<file path="src/rtl/div_const_pkg.sv">
// Shared types and constants for the div_const sequential divider.
// Selector decode maps x to a 3-bit divisor; zero marks an invalid selector.
package div_const_pkg;

  localparam int DW = 8;
  localparam int RW = 2;

  typedef enum logic [1:0] {
    IDLE,
    RUN,
    DONE
  } state_t;

  localparam logic [2:0] SEL_DIV1 = 3'b001;
  localparam logic [2:0] SEL_DIV2 = 3'b010;
  localparam logic [2:0] SEL_DIV3 = 3'b011;
  localparam logic [2:0] SEL_DIV4 = 3'b100;

  function automatic logic [2:0] sel_to_div(input logic [2:0] sel);
    case (sel)
      SEL_DIV1: sel_to_div = 3'd1;
      SEL_DIV2: sel_to_div = 3'd2;
      SEL_DIV3: sel_to_div = 3'd3;
      SEL_DIV4: sel_to_div = 3'd4;
      default:  sel_to_div = 3'd0;
    endcase
  endfunction

endpackage

</file>
<file path="src/rtl/div_const_step.sv">
// One combinational restoring-division step: shift in a dividend bit,
// subtract the divisor when it fits, and report the quotient bit.
module div_step (
  input  logic [2:0] p,
  input  logic       bit_in,
  input  logic [2:0] div,
  output logic [2:0] p_next,
  output logic       q_bit
);

  logic [2:0] shifted;

  always_comb begin
    shifted = {p[1:0], bit_in};
    q_bit   = (shifted >= div);
    p_next  = q_bit ? (shifted - div) : shifted;
  end

endmodule

</file>
<file path="src/rtl/div_const.sv">
// Sequential 8-bit divider by a constant 1..4 with valid/ready handshakes.
// Optional macro DIV_CONST_ERR_EN drives err high for an invalid selector.
module div_const
  import div_const_pkg::*;
(
  input  logic          clk,
  input  logic          rst,
  input  logic          in_valid,
  output logic          in_ready,
  input  logic [DW-1:0] i,
  input  logic [2:0]    x,
  output logic          out_valid,
  input  logic          out_ready,
  output logic [DW-1:0] q,
  output logic [RW-1:0] r,
  output logic          err
);

  state_t        state;
  state_t        state_next;
  logic [2:0]    cnt;
  logic [DW-1:0] dvd;
  logic [DW-2:0] qw;
  logic [2:0]    div_r;
  logic [2:0]    p;
  logic [2:0]    p_next;
  logic [2:0]    div_in;
  logic          q_bit;
  logic          sel_ok;
  logic          accept;
  logic          last;

  assign div_in = sel_to_div(x);
  assign sel_ok = (div_in != 3'd0);
  assign accept = in_valid && (state == IDLE);
  assign last   = (state == RUN) && (cnt == 3'd0);

  div_step u_step (
    .p      (p),
    .bit_in (dvd[DW-1]),
    .div    (div_r),
    .p_next (p_next),
    .q_bit  (q_bit)
  );

  always_ff @(posedge clk or posedge rst) begin
    if (rst) state <= IDLE;
    else     state <= state_next;
  end

  always_comb begin
    state_next = state;
    in_ready   = 1'b0;
    out_valid  = 1'b0;
    case (state)
      IDLE: begin
        in_ready = 1'b1;
        if (in_valid) state_next = sel_ok ? RUN : DONE;
      end
      RUN: begin
        if (cnt == 3'd0) state_next = DONE;
      end
      DONE: begin
        out_valid = 1'b1;
        if (out_ready) state_next = IDLE;
      end
      default: state_next = IDLE;
    endcase
  end

  // Working quotient keeps only the low 7 bits; the 8th arrives with the final step.
  always_ff @(posedge clk or posedge rst) begin
    if (rst) begin
      cnt   <= '0;
      dvd   <= '0;
      qw    <= '0;
      div_r <= '0;
      p     <= '0;
      q     <= '0;
      r     <= '0;
    end else if (accept) begin
      dvd   <= i;
      div_r <= div_in;
      p     <= '0;
      qw    <= '0;
      cnt   <= sel_ok ? 3'd7 : 3'd0;
      if (!sel_ok) begin
        q <= '0;
        r <= '0;
      end
    end else if (state == RUN) begin
      dvd <= {dvd[DW-2:0], 1'b0};
      p   <= p_next;
      qw  <= {qw[DW-3:0], q_bit};
      if (!last) cnt <= cnt - 3'd1;
      if (last) begin
        q <= {qw, q_bit};
        r <= p_next[RW-1:0];
      end
    end
  end

`ifdef DIV_CONST_ERR_EN
  always_ff @(posedge clk or posedge rst) begin
    if (rst)         err <= 1'b0;
    else if (accept) err <= !sel_ok;
  end
`else
  assign err = 1'b0;
`endif

endmodule

</file>
<file path="config.mk">
export PLATFORM = sky130hd
export DESIGN_NAME = div_const
export DESIGN_NICKNAME = d
export VERILOG_FILES = /design/src/rtl/div_const_pkg.sv /design/src/rtl/div_const_step.sv /design/src/rtl/div_const.sv
export SDC_FILE = /design/constraint.sdc
export NUM_CORES = 1
export LEC_CHECK = 0
export BUFFER_PORTS_ARGS = -buffer_cell sky130_fd_sc_hd__buf_4
export CORE_ASPECT_RATIO = 1.2
export CORE_MARGIN = 2
export CORE_UTILIZATION = 50
export CTS_CLUSTER_DIAMETER = 50
export DETAILED_ROUTE_END_ITERATION = 12
export PLACE_DENSITY = 0.72
export SYNTH_ARGS = -nofsm -noshare
export SYNTH_HDL_FRONTEND = slang
export SYNTH_SLANG_ARGS = --single-unit
</file>
<file path="constraint.sdc">
create_clock -name clk -period 4.4 [get_ports clk]
set_clock_uncertainty 0.1 [all_clocks]
set_input_delay 0.22 -clock clk [delete_from_list [all_inputs] [get_ports clk]]
set_output_delay 0.22 -clock clk [all_outputs]
set_load 0.05 [all_outputs]
</file>
==> flow_metrics.py, run 1 <==
metrics = {
    "sta": {
        "relSlewSlack_pct": 32.9,
        "clock.fmax_mhz": 499,
        "worst_slew_pin_slew_ps": 1000,
        "finalSetupTns_ps": 0,
        "finalHoldViolations": 0,
        "setup_violations": 0,
        "finalWorstPathRequiredPeriod_ps": 2010,
        "fin_ws_ps": 2390,
        "period_share_pct": 45.6,
        "report.final.slew_viol_count": 0,
        "rsz0062_at_grt": "no",
    },
    "worst_setup_path": {
        "path_class": "flop to flop",
        "crit_chain": "nor3b_2 -> nor2_2 -> o21ai_0 -> o211ai_1",
        "startpoint_type": "flop",
        "worstPathMaxFanout": 18,
        "crit_slowest_cell": "nor3b_2",
        "rr_worst_depth": 4,
        "regToRegSetupSlack_ps": 2390,
        "slowest_delay_ps": 840,
        "cp_data_required_time_ps": 4460,
        "r2r_end": "cnt[1]",
        "cp_data_arrival_time_ps": 2070,
        "rr_startpoint": "state[0]",
        "end_kind": "flop",
    },
    "power_and_ir_drop": {
        "vdd_drop_max_v": 0.000418,
        "p_per_area_nw_per_um2": 766,
        "cellLeakagePower_nw": 0.952,
        "finalPower_mw": 1.51,
    },
    "grt": {
        "grt_max_degree": 36,
        "grtUsageMet3_pct": 5.86,
        "top_usage_layer": "met2",
        "grt_pass1_vias": 1298,
        "grt_pass1_wl_um": 5760,
        "grt_remaining_overflow": 0,
        "met1_usage_pct": 23.4,
        "antenna_found_initial": 0,
        "grtUsageTotal_pct": 19.8,
        "gr-usage-met2_pct": 33.8,
    },
    "clocking": {
        "cts_resized": 0,
        "clockBufferDepth": 2,
        "htreeDepth": 2,
        "cts.sinks": 35,
        "cts_tree": "yes",
        "insertion_delay_ps": 280,
        "clkTransAtPathRegs_ps": 70,
        "holdBufCountCts": 1,
        "cts_buffers": 5,
        "cts_setup_buffers": 0,
        "cts_root_buf": "clkbuf_8",
    },
    "logic_synthesis": {
        "synthCells": 177,
        "syn_area_um2": 1700,
        "yosysMostFrequentCell": "nand2_1",
        "synthArstFlopShare_pct": 100,
        "synth_top_area_cell": "dfrtp_1",
        "ys_types": 36,
        "yosysWarnings": 0,
        "ys_ff_latch": 35,
        "synth_edf_count": 0,
        "syn_area_per_cell_um2": 9.61,
        "synth-main-ff-cell": "dfrtp_1",
        "ys_seq_area_share_pct": 51.5,
        "yosysTopAreaCellShare_pct": 51.5,
        "synth_area_leaders": "dfrtp_1 52%, nand2_1 9.5%, o21ai_0 3.8%",
        "yosys-top-cells-count": "43 x nand2_1, 35 x dfrtp_1, 13 x o21ai_0",
        "syn_nets": 197,
    },
    "min_path": {
        "hold_depth": 3,
        "whs_endpoint": "dvd[0]",
        "hp-start": "i[0]",
        "min_path_type": "primary input to flop",
    },
    "placement": {
        "io_buffer_count": 26,
        "dp_hpwl_um": 2500,
        "place_ws_ps": 2370,
        "gp_congestion": 0.773,
    },
    "die": {
        "start_util_pct": 51.4,
        "io_pins": 28,
        "core_um2": 3310,
        "row_count": 23,
        "dieWidth_um": 57.2,
        "die_height_um": 67.9,
        "dieArea_um2": 3890,
    },
    "drt": {
        "viasPerCell": 5.53,
        "avgRoutedWirePerCell_um": 14.4,
        "wl_um": 3470,
        "drcViolationCount": 0,
        "drt-initial-drc-count": 48,
        "first_pass_iters": 4,
        "ant_nets": 0,
        "num_vias": 1333,
    },
    "outcome": {
        "status": "finished, final reports clean",
    },
    "layout": {
        "final_layout_size_suffix_gt1_share_pct": 20.1,
        "area_growth_pct": 15.7,
        "final_nets": 223,
        "n_antenna_cell": 0,
    },
    "run": {
        "drv_cap": 0,
    },
}
-- final cells by class --
class                      count  area (um2)
tap                           37        46.3
inverter                       8        30.0
multi-input combinational    124         712
timing repair buffer          29         220
fill                         301        1340
sequential                    35         876
clock inverter                 3        15.0
clock buffer                   5        68.8
-- per-stage QoR --
step,util [%],cell area (um2),cells,hold WS (ps)
after floorplan,-,1700,177,225
after global placement,56.6,1870,232,242
after detailed placement,56.6,1870,232,264
after CTS,59.5,1970,241,24.1
after global routing,59.5,1970,241,21.2
final,59.5,1970,241,29.2
-- logic make-up after synthesis --
group	after synthesis	share of synthesized area, %
other	1	0.221
DFF	35	51.5
adders and majority gates	5	3.68
xor gates and xnor gates	2	1.03
buffers and inverters	18	6.62
and+or+nand+nor	69	19.1
AOI/OAI and AO/OA	47	17.9
-- worst max-delay path: cells and delay by family, from the launching register on --
| kind | cells | cell delay [ps] |
|---|---|---|
| and+or+nand+nor | 2 | 1040 |
| DFF | 1 | 430 |
| AOI/OAI and AO/OA | 2 | 320 |
-- registers in the layout (all words and copies together) (netlist names) --
name,flops
cnt,3
state,2
div_r,3
r,2
dvd,8
p,2
qw,7
q,8
-- report_power, final --
group          leakage [nW]  internal, mW  switching (mW)
Combinational         0.451         0.269           0.474
Clock                0.0477         0.108           0.113
Sequential            0.453         0.459          0.0835
-- how the worst max path moves through the flow --
stage,start,to,depth (start not counted)
final,state[0],cnt[1],4
after global routing,state[0],cnt[1],4
after CTS,state[0],cnt[1],4
after detailed placement,state[0],cnt[1],4
after global placement,state[0],cnt[1],4
after floorplan,dvd[7],r[0],6
-- per-layer routing --
metal | vias up | wire (um)
met5 | - | 0
met3 | 5 | 134
li1 | 658 | -
met1 | 639 | 1490
met4 | 0 | 55
met2 | 31 | 1800
-- cell usage in the layout (no fill, tap or decap), types with 2 or more instances in the layout --
cell type / netlist / routed
clkbuf_8: 0 / 5
o21ai_0: 13 / 13
clkinv_2: 0 / 3
o21a_1: 2 / 2
a21o_1: 2 / 2
ha_1: 5 / 5
nand2b_1: 3 / 3
o21ai_1: 3 / 3
xnor2_1: 2 / 2
a31oi_1: 4 / 4
nor3_1: 2 / 2
dfrtp_1: 35 / 35
nand3_1: 5 / 5
nand3b_1: 2 / 2
o22ai_1: 6 / 6
buf_4: 1 / 28
nor2b_1: 4 / 4
a21oi_1: 6 / 6
inv_1: 8 / 8
nand2_1: 43 / 43
nor2_1: 3 / 3
a22oi_1: 6 / 6
Power figures use the tool's default switching activity.
==> inputs of run 2 (changes only) <==
--- a/config.mk
+++ b/config.mk
@@ -11,7 +11,7 @@
 export CORE_UTILIZATION = 50
 export CTS_CLUSTER_DIAMETER = 50
 export DETAILED_ROUTE_END_ITERATION = 12
-export PLACE_DENSITY = 0.72
+export PLACE_DENSITY = 0.75
 export SYNTH_ARGS = -nofsm -noshare
 export SYNTH_HDL_FRONTEND = slang
 export SYNTH_SLANG_ARGS = --single-unit
==> constraint.sdc (replaced) <==
create_clock -name clk -period 1.8 [get_ports clk]
set_clock_uncertainty 0.1 [all_clocks]
set_input_delay 0.09 -clock clk [delete_from_list [all_inputs] [get_ports clk]]
set_output_delay 0.09 -clock clk [all_outputs]
set_load 0.05 [all_outputs]
==> run 2 against run 1 <==
Core utilization grew 7.0 points. Sequential cell count is the same. Critical path depth grew 3. Critical path type unchanged. First-iteration DRC count shrank 17%. Non-clock buffer count grew 23. Register-to-register slack lost 2300 ps.
==> flow_metrics.py, run 2 (synthesized netlist as in run 1, its figures left out) <==
metrics = {
    "die": {
        "die_height_um": 67.9,
        "dieWidth_um": 57.2,
        "io_pins": 28,
        "start_util_pct": 51.4,
        "core_um2": 3310,
        "dieArea_um2": 3890,
        "row_count": 23,
    },
    "layout": {
        "top_regs": "dvd (8), q (8), qw (7)",
        "final_cells": 264,
        "final_nets": 246,
        "final_common_cell": "nand2_1",
        "area_growth_pct": 29.4,
        "layout_common_cells": "43 x nand2_1, 39 x buf_4, 35 x dfrtp_1",
        "n_antenna_cell": 0,
        "final_layout_size_suffix_gt1_share_pct": 22.9,
    },
    "sta": {
        "rsz0062_at_grt": "no",
        "finalSetupTns_ps": 0,
        "report.final.slew_viol_count": 0,
        "holdWs_ps": 279,
        "finalWorstPathRequiredPeriod_ps": 1710,
        "clock.fmax_mhz": 585,
        "period_share_pct": 94.9,
        "finalHoldViolations": 0,
        "setup_violations": 0,
    },
    "drt": {
        "drcViolationCount": 0,
        "viasPerCell": 5.42,
        "first_pass_iters": 4,
        "wl_um": 3710,
        "num_vias": 1430,
        "avgRoutedWirePerCell_um": 14.1,
        "drt-initial-drc-count": 40,
        "ant_nets": 0,
    },
    "worst_setup_path": {
        "cp_data_required_time_ps": 1920,
        "worstPathMaxFanout": 6,
        "startpoint_type": "flop",
        "crit_slowest_cell": "dfrtp_1",
        "rr_worst_depth": 7,
        "path_class": "flop to flop",
        "crit_chain": "inv_1 -> ha_4 -> nand2b_1 -> a31oi_1 -> buf_4 -> or3_1 -> a31oi_1",
        "cp_data_arrival_time_ps": 1820,
        "rr_startpoint": "dvd[7]",
        "r2r_end": "r[0]",
        "regToRegSetupSlack_ps": 90,
        "end_kind": "flop",
        "worstSetupEndpoint": "r[0]",
        "crit_start": "dvd[7]",
        "slowest_delay_ps": 370,
        "critical_path.most_common_cell": "a31oi_1",
    },
    "clocking": {
        "clkTransAtPathRegs_ps": 70,
        "cts_buffers": 5,
        "cts_tree": "yes",
        "clockBufferDepth": 2,
        "cts.sinks": 35,
        "insertion_delay_ps": 290,
        "cts_setup_buffers": 0,
        "htreeDepth": 2,
        "cts_root_buf": "clkbuf_8",
    },
    "grt": {
        "grt_remaining_overflow": 0,
        "grt_pass1_vias": 1442,
        "grt_max_degree": 36,
        "grtUsageTotal_pct": 21.0,
        "grt_pass1_wl_um": 6120,
        "antenna_found_initial": 0,
    },
    "min_path": {
        "min_path_type": "primary input to flop",
    },
    "power_and_ir_drop": {
        "cellLeakagePower_nw": 1.06,
        "p_per_area_nw_per_um2": 1820,
        "vdd_drop_max_v": 0.00134,
    },
    "placement": {
        "dp_hpwl_um": 2630,
        "placed_cells": 243,
        "io_buffer_count": 26,
        "gp_congestion": 0.845,
    },
    "outcome": {
        "status": "finished, final reports clean",
    },
    "run": {
        "drv_cap": 0,
    },
}
## run 2: changes by cell type in the layout (fill, tap and decap cells not counted), sizes merged
cell / before / now
clkbuf: 5 / 8
clkinv: 3 / 0
buf: 28 / 39
dlygate4sd3: 1 / 13
## run 2: metrics by stage
stage / util, % / worst slack (ps) / total power, mW / cell area, um2
detailed placement: 59.1 / 50.1 / 3.32 / 1960
global placement: 59.1 / 160 / 3.23 / 1960
finish: 66.5 / 92.0 / 4.00 / 2200
global route: 66.5 / 26.4 / 4.29 / 2200
CTS: 66.1 / 35.1 / 3.97 / 2190
floorplan: - / 227 / 2.74 / 1700
## run 2: final cells by class
type                       count  area, um2
clock buffer                   8        100
fill                         254       1110
inverter                       8       30.0
multi-input combinational    124        724
sequential                    35        876
tap                           37       46.3
timing repair buffer          52        423
## run 2: power by group
| group | total [mW] | internal (mW) | switching [mW] |
|---|---|---|---|
| registers | 1.32 | 1.12 | 0.200 |
| clock network | 0.620 | 0.349 | 0.271 |
| logic | 2.06 | 0.839 | 1.22 |
## run 2: layer usage
layer,global-route usage [%],share of wire (%),vias up
met5,0,0,-
li1,-,-,706
met1,22.5,42,690
met2,38.2,52,28
met3,7.37,4.4,6
met4,7.85,1.2,0
## run 2: how the worst min path moves through the flow
| stage | start | cells past startpoint | end |
|---|---|---|---|
| after floorplan | i[0] | 2 | dvd[0] |
| after global placement | rst | 3 | q[5] |
| after detailed placement | rst | 3 | q[5] |
| after CTS | in_valid | 5 | dvd[5] |
| after global routing | in_valid | 4 | dvd[0] |
| final | in_valid | 5 | dvd[5] |
## run 2: repair_timing
action,CTS,global route
endpoints found under the hold margin,47,0
gates resized for setup,0,1
endpoints found under the setup margin,0,1
hold buffers,13,0
## run 2: critical path: cells and delay by family, from the launching register on
family,cells,cell delay (ps)
adder cells (fa/ha/maj),1,280
buffers and inverters,2,250
AND/OR/NAND/NOR,2,400
flip-flops,1,370
AO/OA/AOI/OAI,2,240
